`src/rtl/gpio_expander_regs_if.sv`:
```
// Register-bus link between the i2cSlave core (master) and the GPIO expander
// register file (slave): byte pointer, write data, strobes and read-back data.
interface gpio_expander_regs_if;
    logic [7:0] addr;
    logic [7:0] dataIn;
    logic       writeEn;
    logic       readEn;
    logic [7:0] dataOut;

    modport master (
        output addr,
        output dataIn,
        output writeEn,
        output readEn,
        input  dataOut
    );

    modport slave (
        input  addr,
        input  dataIn,
        input  writeEn,
        input  readEn,
        output dataOut
    );
endinterface

```
`src/rtl/gpio_expander_regs.sv`:
```
// TCA9539-style register file and pin logic for NUM_PORTS 8-bit GPIO ports:
// input sync, polarity, direction and a snapshot-based open-drain interrupt.
module gpio_expander_regs #(
    parameter int         NUM_PORTS   = 2,
    parameter int         SYNC_STAGES = 2,
    parameter logic [7:0] OUT_RESET   = 8'hFF,
    parameter logic [7:0] POL_RESET   = 8'h00,
    parameter logic [7:0] CFG_RESET   = 8'hFF
) (
    input  logic                   clk,
    input  logic                   rst,
    gpio_expander_regs_if.slave    bus,
    input  logic [8*NUM_PORTS-1:0] gpioIn,
    output logic [8*NUM_PORTS-1:0] gpioOut,
    output logic [8*NUM_PORTS-1:0] gpioOe,
    output logic                   intN
);

    localparam int W  = 8 * NUM_PORTS;
    localparam int CW = $clog2(SYNC_STAGES + 1);

    logic [W-1:0]         outReg;
    logic [W-1:0]         polReg;
    logic [W-1:0]         cfgReg;
    logic [W-1:0]         snap;
    logic [W-1:0]         syncPipe [SYNC_STAGES];
    logic [W-1:0]         syncVal;
    logic [CW-1:0]        primeCnt;
    logic [7:0]           dataOutReg;
    logic [7:0]           rdData;
    logic [NUM_PORTS-1:0] wrOut;
    logic [NUM_PORTS-1:0] wrPol;
    logic [NUM_PORTS-1:0] wrCfg;
    logic [NUM_PORTS-1:0] rdIn;

    assign syncVal     = syncPipe[SYNC_STAGES-1];
    assign gpioOut     = outReg;
    assign gpioOe      = ~cfgReg;
    assign bus.dataOut = dataOutReg;

    // Address decode and read mux share one pass over the ports.
    always_comb begin
        // NOTE: every output gets a default first so no path leaves it unassigned (no latch).
        wrOut  = '0;
        wrPol  = '0;
        wrCfg  = '0;
        rdIn   = '0;
        rdData = 8'h00;
        for (int p = 0; p < NUM_PORTS; p++) begin
            if (bus.addr == 8'(p)) begin
                rdIn[p] = bus.readEn;
                rdData  = syncVal[8*p +: 8] ^ polReg[8*p +: 8];
            end
            if (bus.addr == 8'(NUM_PORTS + p)) begin
                wrOut[p] = bus.writeEn;
                rdData   = outReg[8*p +: 8];
            end
            if (bus.addr == 8'(2*NUM_PORTS + p)) begin
                wrPol[p] = bus.writeEn;
                rdData   = polReg[8*p +: 8];
            end
            if (bus.addr == 8'(3*NUM_PORTS + p)) begin
                wrCfg[p] = bus.writeEn;
                rdData   = cfgReg[8*p +: 8];
            end
        end
    end

    always_ff @(posedge clk or posedge rst) begin
        if (rst) begin
            // NOTE: non-blocking assignments keep every flop sampling pre-edge values.
            outReg <= {NUM_PORTS{OUT_RESET}};
            polReg <= {NUM_PORTS{POL_RESET}};
            cfgReg <= {NUM_PORTS{CFG_RESET}};
        end else begin
            for (int p = 0; p < NUM_PORTS; p++) begin
                if (wrOut[p]) outReg[8*p +: 8] <= bus.dataIn;
                if (wrPol[p]) polReg[8*p +: 8] <= bus.dataIn;
                if (wrCfg[p]) cfgReg[8*p +: 8] <= bus.dataIn;
            end
        end
    end

    always_ff @(posedge clk or posedge rst) begin
        if (rst) begin
            // NOTE: this array is a handful of flops that must start at zero, so each entry is reset explicitly.
            for (int i = 0; i < SYNC_STAGES; i++) syncPipe[i] <= '0;
        end else begin
            syncPipe[0] <= gpioIn;
            for (int i = 1; i < SYNC_STAGES; i++) syncPipe[i] <= syncPipe[i-1];
        end
    end

    // While priming, snap tracks sync so the first real pin values after
    // reset are not mistaken for a change against the all-zero reset snap.
    always_ff @(posedge clk or posedge rst) begin
        if (rst) begin
            snap     <= '0;
            primeCnt <= CW'(SYNC_STAGES);
        end else if (primeCnt != '0) begin
            snap     <= syncVal;
            primeCnt <= primeCnt - CW'(1);
        end else begin
            for (int p = 0; p < NUM_PORTS; p++) begin
                if (rdIn[p] || wrCfg[p]) snap[8*p +: 8] <= syncVal[8*p +: 8];
            end
        end
    end

    always_ff @(posedge clk or posedge rst) begin
        if (rst) begin
            intN       <= 1'b1;
            dataOutReg <= 8'h00;
        end else begin
            intN       <= ~|((syncVal ^ snap) & cfgReg);
            dataOutReg <= rdData;
        end
    end

endmodule

```
`src/flat_wrapper.sv`:
```
// flat-port wrapper written by rule: the top's interface ports become plain ports
module gpio_expander_regs_flat 
#(
    parameter int         NUM_PORTS   = 2,
    parameter int         SYNC_STAGES = 2,
    parameter logic [7:0] OUT_RESET   = 8'hFF,
    parameter logic [7:0] POL_RESET   = 8'h00,
    parameter logic [7:0] CFG_RESET   = 8'hFF
)
  (clk, rst, gpioIn, gpioOut, gpioOe, intN, bus_addr, bus_dataIn, bus_writeEn, bus_readEn, bus_dataOut);
  gpio_expander_regs_if bus_i ();
  input  logic clk;
  input  logic rst;
  input  logic [8*NUM_PORTS-1:0] gpioIn;
  output logic [8*NUM_PORTS-1:0] gpioOut;
  output logic [8*NUM_PORTS-1:0] gpioOe;
  output logic intN;
  input wire logic [$bits(bus_i.addr)-1:0] bus_addr;
  input wire logic [$bits(bus_i.dataIn)-1:0] bus_dataIn;
  input wire logic [$bits(bus_i.writeEn)-1:0] bus_writeEn;
  input wire logic [$bits(bus_i.readEn)-1:0] bus_readEn;
  output wire logic [$bits(bus_i.dataOut)-1:0] bus_dataOut;
  assign bus_i.addr = bus_addr;
  assign bus_i.dataIn = bus_dataIn;
  assign bus_i.writeEn = bus_writeEn;
  assign bus_i.readEn = bus_readEn;
  assign bus_dataOut = bus_i.dataOut;
  gpio_expander_regs #(.NUM_PORTS(NUM_PORTS), .SYNC_STAGES(SYNC_STAGES), .OUT_RESET(OUT_RESET), .POL_RESET(POL_RESET), .CFG_RESET(CFG_RESET)) u_core (.clk(clk), .rst(rst), .bus(bus_i), .gpioIn(gpioIn), .gpioOut(gpioOut), .gpioOe(gpioOe), .intN(intN));
endmodule
```
`config.mk`:
```
export PLATFORM = sky130hd
export DESIGN_NAME = gpio_expander_regs_flat
export DESIGN_NICKNAME = d
export VERILOG_FILES = /design/src/rtl/gpio_expander_regs_if.sv /design/src/rtl/gpio_expander_regs.sv /design/src/flat_wrapper.sv
export SDC_FILE = /design/constraint.sdc
export NUM_CORES = 1
export LEC_CHECK = 0
export BUFFER_PORTS_ARGS = -buffer_cell sky130_fd_sc_hd__buf_2
export CAP_MARGIN = 0
export CORE_UTILIZATION = 50
export CTS_CLUSTER_SIZE = 30
export DETAILED_ROUTE_END_ITERATION = 7
export PLACE_DENSITY_LB_ADDON = 0.15
export SLEW_MARGIN = 20
export SYNTH_ARGS = -nofsm -noshare
export SYNTH_HDL_FRONTEND = slang
export SYNTH_SLANG_ARGS = --single-unit
```
`constraint.sdc`:
```
create_clock -name clk -period 3.2 [get_ports clk]
set_input_delay 0.32 -clock clk [delete_from_list [all_inputs] [get_ports clk]]
set_output_delay 0.32 -clock clk [all_outputs]
set_load 0.05 [all_outputs]
```
==> results.txt, run 1 <==
- The worst path in the final design needs a cycle of roughly 2.1 ns, including I/O delays and setup.
- Of the cells placed in the final design, the portion with a size suffix greater than 1 is 46.8%.
* Fraction of power consumed by combinational cells: roughly 14%
- The most common cell in the synthesized netlist is dfrtp_1.
- Root buf cell: clkbuf_8
* Total via count after detailed routing: 3097
- Rel. slew slack: 48.3%
- Number of nets in the finished design: 468
- The pre-antenna-repair detailed-routing pass consisted of 4 iterations.
* Die area: approximately 10000 µm²
- The later pin in the worst-skew pair is clocked with a latency of about 0.37 ns.
* Die extent in y: approximately 100 µm
- The mapped netlist covers around 4800 µm².
- The first routing iteration left 184 violations.
- Setup violations remaining at the end of the flow were counted as 0.
* Maximum fanout encountered on the critical timing path: 31
* Clock transition at the register clock pins on the worst setup and hold paths after CTS: ~0.11 ns
* Detailed-route vias per instance: between 5 and 6
- Of the available clock period, the critical path in the final layout requires 64.9%.
- Row generation in the floorplan step produced 35 rows.
* Ant. Diodes: 0
- By area the synthesized netlist is led by dfrtp_1, dfstp_2, mux2_2.
* Post-synth ARST share: 100%
* Critical R2R Capture: u_core.bus.dataOut[3]
- CTS buffer count: 9
- In this run the register-to-register setup slack is 1.58 ns.
- Final Util: about three fifths
- Endpoint type of the worst setup path: register
- The first global-routing pass estimated approximately 17 mm of wire.
- Leakage power: about 2.5 nW
- Maxcap violations: 0
- Synthesis-stage register bit count: between 100 and 150
- Yosys printed 0 warnings.
- Initial core utilization: 51.7%
- Area share of the largest cell type after synthesis: roughly two fifths
- dfrtp_1 takes more of the synthesized area than any other cell.
* Post-route DRC violation count: 0
- Most numerous cell types in the synthesized netlist: dfrtp_1, mux2_2, dfstp_2, mux2_4
* Most common flop cell mapped by yosys: dfrtp_1
- Net Switching: around 0.77 mW
- The internal portion of the total power is around 1.9 mW.
- Initial antenna violation count: 0
- Fin Setup TNS: 0 ns
* Area of the core: approximately 9300 µm²
- Final WL: between 10 and 15 mm
- Across the VDD grid, the largest voltage drop is 0.252 mV.
- For the worst flop-to-flop path, the logic depth is 4.
- Derived from the worst setup path, the maximum achievable clock frequency is slightly below 500 MHz.
- Count of unique library cells instantiated by Yosys: 49
* WL/cell: 19.4 µm
- The worst hold path begins at gpioIn[13].
- The number of global-route vias before repair came to 3143.
* Sw Share: roughly 30%
- Number of nets in the synthesized netlist: 393
- For hold timing, the worst endpoint is u_core.syncPipe[29].
- The flow ran to the end, and the final reports show no timing, DRC or antenna violations.
- From left edge to right edge, the die measures roughly 100 µm.
- Hold Path Class: in2reg
- Data on the critical path is required at its endpoint by approximately 3.5 ns.
- Worst Clk Skew: 0.0137 ns
* Gr usage total: about a quarter
- Along the worst hold path, the cell count comes to 1.
* Worst Setup Path Type: in2reg
* Aggregate global routing overflow: 0
* Last weighted congestion value of the routability-driven placer: between 0.8 and 0.9
- Proportion of power drawn by the clock network: slightly below 30%
- Counting flops with a built-in enable in the synthesized netlist gives 0.
- Averaged over all synthesized cells, the footprint is 13.5 µm².
* Post-cts gate resize count: 0
- The H-tree was split into 3 levels.
* Number of clock sinks: roughly 110
* Buffers inserted during post-CTS setup optimization: 0
- DRT antenna net count: 0
* Fraction of the yosys area taken by sequential cells: 56.6%
- Per report_power, the sequential group accounts for about 56% of the total.
- The number of hold buffers added after CTS was 0.
- Arrival time of the worst setup path: approximately 2.4 ns
* Number of failing hold endpoints at the final stage: 0
- After legalization and detailed placement, the total HPWL measured ~7.8 mm.
- The number of slew-limit violations in the final report came to 0.
- For the pin with the worst max-slew slack, the measured transition is slightly below 0.8 ns.
* Largest net degree at the start of global routing: 65
- Buffers placed on the I/O ports in this run total 76.
- Compared with the post-synthesis result, the final layout area differs by 13.8%.
- The worst setup path is launched from an input pin.
- I/O pins: 77
- In the synthesized netlist, the number of instances is about 360.
- PnR Total Power: between 2 and 3 mW
- Hold timing on the final database bottoms out at a slack of between 0.03 and 0.04 ns.
- Setup repair after global routing missed its margin: no
- Power density normalized to cell area: about 490 nW/µm²
- The clock passes through at most 2 buffers.
- TritonCTS built the clock tree.
- In this run the critical register-to-register path is launched from u_core.cfgReg[3].
[cell usage in the layout, fill, tap and decap left out, drive strengths merged, types with 5 or more instances in the layout]
cell type	instances
a211oi	9
buf	79
clkbuf	9
dfrtp	73
dfstp	34
inv	26
mux2	64
nand2	9
nand2b	17
nand3	6
nor2	8
nor2b	5
o21ai	11
o22ai	7
xnor2	23
[flip-flops by register name (all words and copies together), names as in the netlist]
name and flops:
u_core.intN 1, u_core.bus.dataOut 8, u_core.primeCnt 2, u_core.gpioOut 16, u_core.syncPipe 16, u_core.syncVal 16
u_core.snap 16, u_core.cfgReg 16, u_core.polReg 16
[power by group through the flow]
stage / clock network [mW] / logic (mW) / registers, mW
2_1_floorplan: 0 / 0.219 / 1.56
3_3_place_gp: 0 / 0.364 / 1.51
3_5_place_dp: 0 / 0.371 / 1.52
4_1_cts: 0.817 / 0.372 / 1.49
5_1_grt: 0.869 / 0.396 / 1.50
6_report: 0.792 / 0.370 / 1.49
[critical path, stage by stage]
cell and delay (ns):
buf_2 0.43, and2_1 0.53, nand2_1 0.15, nor2_2 0.52, mux2_2 0.40
[area by class of cell]
cell class | count | area [µm²]
Multi-Input combinational cell | 211 | 1900
Inverter | 23 | 88.8
Clock buffer | 9 | 124
Sequential cell | 107 | 2720
Clock inverter | 7 | 70.1
Timing Repair Buffer | 79 | 403
Fill cell | 800 | 3820
Tap cell | 129 | 161
[worst max path at each step]
stage / from / end / depth (start not counted)
final: bus_addr[2] / u_core.cfgReg[0] / 5
after global routing: bus_addr[2] / u_core.cfgReg[7] / 5
after CTS: bus_addr[2] / u_core.cfgReg[0] / 5
after detailed placement: bus_addr[2] / u_core.cfgReg[5] / 5
after global placement: bus_addr[2] / u_core.cfgReg[0] / 5
after floorplan: rst / u_core.bus.dataOut[0] / 1
[per-stage QoR]
| stage | instance area, µm² | worst slack [ns] | instances |
|---|---|---|---|
| global route | 5460 | 1.07 | 565 |
| finish | 5460 | 1.12 | 565 |
| CTS | 5460 | 1.14 | 565 |
| floorplan | 4800 | 0.119 | 356 |
| global placement | 5270 | 0.782 | 549 |
| detailed placement | 5270 | 0.724 | 549 |
[kinds of logic (layout without fill, tap and decap cells)]
logic type / Yosys count / in the layout / synth area share (%)
xor+xnor: 27 / 27 / 4.92
mux: 68 / 68 / 17.7
flops: 107 / 107 / 56.6
buf+inv: 38 / 118 / 3.88
compound gates: 55 / 55 / 9.14
simple gates: 60 / 60 / 7.45
fa+ha+maj: 1 / 1 / 0.260
[routing by layer]
metal | up-vias | GRT usage, % | wire (µm)
met5 | - | 0 | 0
met4 | 0 | 5.46 | 96
met3 | 9 | 4.81 | 644
met2 | 116 | 37.5 | 5370
met1 | 1573 | 33.9 | 4840
li1 | 1399 | - | -
No activity file was read; power rests on OpenSTA's default activity.
==> inputs of run 2 (changes only) <==
Clock period 3.2 ns to 1.8 ns, I/O delays scaled along.
==> run 2 against run 1 <==
Against the previous run: first-iteration DRC count shrank 28%; setup slack lost 0.91 ns; final area grew 6.6%; clock-buffer cell count grew 2; register-to-register slack lost 1.4 ns; sequential power grew 78%; power grew 88%; cell count grew 6.0%; largest cell class unchanged; largest power group unchanged.
==> results.txt, run 2 (same netlist as run 1, synthesis figures left out) <==
* Status: finished clean (unchanged)
- Maxcap violations: 0 (unchanged)
- Setup repair after global routing missed its margin: no (unchanged).
* Number of failing hold endpoints at the final stage: 0 (unchanged)
* Aggregate global routing overflow: 0 (unchanged)
- The number of slew-limit violations in the final report was 0 (unchanged).
* Clock insertion delay at the later pin of the skew report: 0.37 ns (about the same)
- Slowest cell on the critical path: dfstp_2 (was and2_1)
- The first-pass GRT wire length was 17.3 mm (was 17.5 mm).
- The via count is 3175 (was 3097).
- The routed length per placed instance came to 17.7 µm (was 19.4 µm).
* Worst Setup Path Type: reg2reg (was in2reg)
* Post-route DRC violation count: 0 (unchanged)
* Initial antenna violation count: 0 (unchanged)
- The path category of the worst min-delay check is in2reg (unchanged).
- The critical path buffer and inverter count was 1 (unchanged).
- The power density normalized to cell area was 855 nW/µm² (was 486 nW/µm²).
- Initial core utilization: 51.7% (unchanged)
* Post-synthesis to final-layout area growth: 21.3% (was 13.8%)
- The chip height is 100 µm (unchanged).
- CTS buffer count: 9 (unchanged)
- The final critical path takes up between 80% and 90% of the cycle.
- Ant. Diodes: 0 (unchanged)
* Die outline width: 100 µm (unchanged)
* Area of the core: 9280 µm² (unchanged)
- The clock slew at the register clock pins of the worst setup and hold paths came to 0.10 ns (was 0.11 ns).
* Transition time at the pin with the least slew margin: 0.580 ns (was 0.776 ns)
* Fin Setup TNS: 0 ns (unchanged)
- The clock tree from TritonCTS is built (unchanged).
- Detailed-route vias per instance: 5.30 (was 5.48)
- The maximum ir drop on the vdd rail is 0.539 mV (was 0.252 mV).
* Violation count after the first detailed-routing iteration: 133 (was 184)
* Req. time, crit path: 2.05 ns (was 3.50 ns)
- The root buffer cell was clkbuf_8 (unchanged).
- DRT antenna net count: 0 (unchanged)
- Kind of start point of the critical path: register (was input pin)
- Commonest cells after routing, fill and taps aside: buf_2, dfrtp_1, mux2_2, dfstp_2, mux2_4 (unchanged)
- Commonest non-fill, non-tap cell in the layout: buf_2 (unchanged)
- The global placer's final weighted congestion is 0.862 (was 0.841).
* Endpoint type of the worst setup path: register (unchanged)
- Arrival time of the worst setup path: 1.83 ns (was 2.38 ns)
- CTS H-tree lvls: 3 (unchanged)
- FP Rows: 35 (unchanged)
- The number of nets in the final layout is 502 (was 468).
- Fin Hold WS: 0.124 ns (was 0.0383 ns)
- Count of port buffers added during placement: 76 (unchanged)
- Layout fillers: 782 (was 800)
- The largest net degree at the start of global routing came to 108 (was 65).
* CP max stage delay: 0.54 ns (was 0.53 ns)
- Detailed-placement wirelength estimate: 7.70 mm (was 7.79 mm)
- Derived from the worst setup path, the maximum achievable clock frequency is about 630 MHz.
* Number of clock sinks: 107 (unchanged)
* I/O pins: 77 (unchanged)
- Worst Clk Skew: 0.0135 ns (was 0.0137 ns)
* Final setup violation count: 0 (unchanged)
- Rel. slew slack: 61.4% (was 48.3%)
- The global-route usage over all layers was 23.2% (was 23.6%).
* Cell family contributing the most delay on the critical path: compound AO/OA/AOI/OAI gates (was simple AND/OR/NAND/NOR gates)
* Layout cells sized above 1: 47.0% (was 46.8%)
* Final WL: 10.6 mm (was 11.0 mm)
- The worst path in the final design needs a cycle of 1.59 ns, including I/O delays and setup.
- Maximum fanout encountered on the critical timing path: 3 (was 31)
* Number of global-route vias before repair: 3289 (was 3143)
* Maximum clock insertion buffer count: 2 (unchanged)
* Die area: 10000 µm² (unchanged)
- The number of detailed-routing iterations run before antenna repair is 4 (unchanged).
- Cell Chain, Critical Path: inv_1 > o311ai_0 > o21ai_1 > a211oi_1 (was buf_2 > and2_1 > nand2_1 > nor2_2 > mux2_2).
* Leakage power: 2.67 nW (was 2.49 nW)
run 2: power by group:
group	leakage [nW]	internal, mW	switching (mW)
Sequential	1.29	2.56	0.0913
Combinational	1.27	0.282	0.418
Clock	0.114	0.830	0.798
Total	2.67	3.67	1.31
run 2: final timing paths:
| path | startpoint | to | slack (ns) | cells after the start |
|---|---|---|---|---|
| min reg2reg | u_core.syncPipe[25] | u_core.syncVal[9] | 0.34 | 0 |
| min | bus_dataIn[1] | u_core.polReg[9] | 0.12 | 2 |
| max reg2reg | u_core.cfgReg[2] | u_core.bus.dataOut[2] | 0.21 | 4 |
| min in group asynchronous | rst | u_core.syncVal[9] | 0.51 | 4 |
| max in group asynchronous | rst | u_core.primeCnt[1] | 0.88 | 4 |
| max | u_core.cfgReg[2] | u_core.bus.dataOut[2] | 0.21 | 4 |
run 2: per-layer routing:
layer  track usage [%]  part of all wire, %  vias to the layer above
met2              38.2                   49                       89
met1              30.6                   45                     1611
met3              5.08                  4.6                       10
li1                  -                    -                     1465
met4              7.58                 0.91                        0
met5                 0                    0                        -
run 2: what timing repair did:
item	CTS	global route
endpoints found under the setup margin	0	1
hold endpoints to repair	66	0
hold buffers	17	0
gates resized for setup	0	1
setup buffers	0	0
run 2: cell type report:
| type | count | area [µm²] | share of cell area (%) |
|---|---|---|---|
| flip-flops and latches | 107 | 2720 | 46.7 |
| repair buffers | 113 | 726 | 12.5 |
| multi-input cells | 211 | 1900 | 32.6 |
| inverters | 23 | 90.1 | 1.55 |
| clock buffers | 11 | 141 | 2.43 |
| well taps | 129 | 161 | 2.77 |
| clock inverters | 5 | 86.3 | 1.48 |
run 2: per-stage QoR:
step	setup slack [ns]	power (mW)	area, µm²	utilization (%)	cells
2_1_floorplan	0.169	3.16	4810	-	356
3_3_place_gp	0.112	3.35	5420	58.4	566
3_5_place_dp	0.0690	3.37	5420	58.4	566
4_1_cts	0.192	5.04	5820	62.7	599
5_1_grt	0.0332	5.20	5830	62.8	599
6_report	0.214	4.98	5830	62.8	599
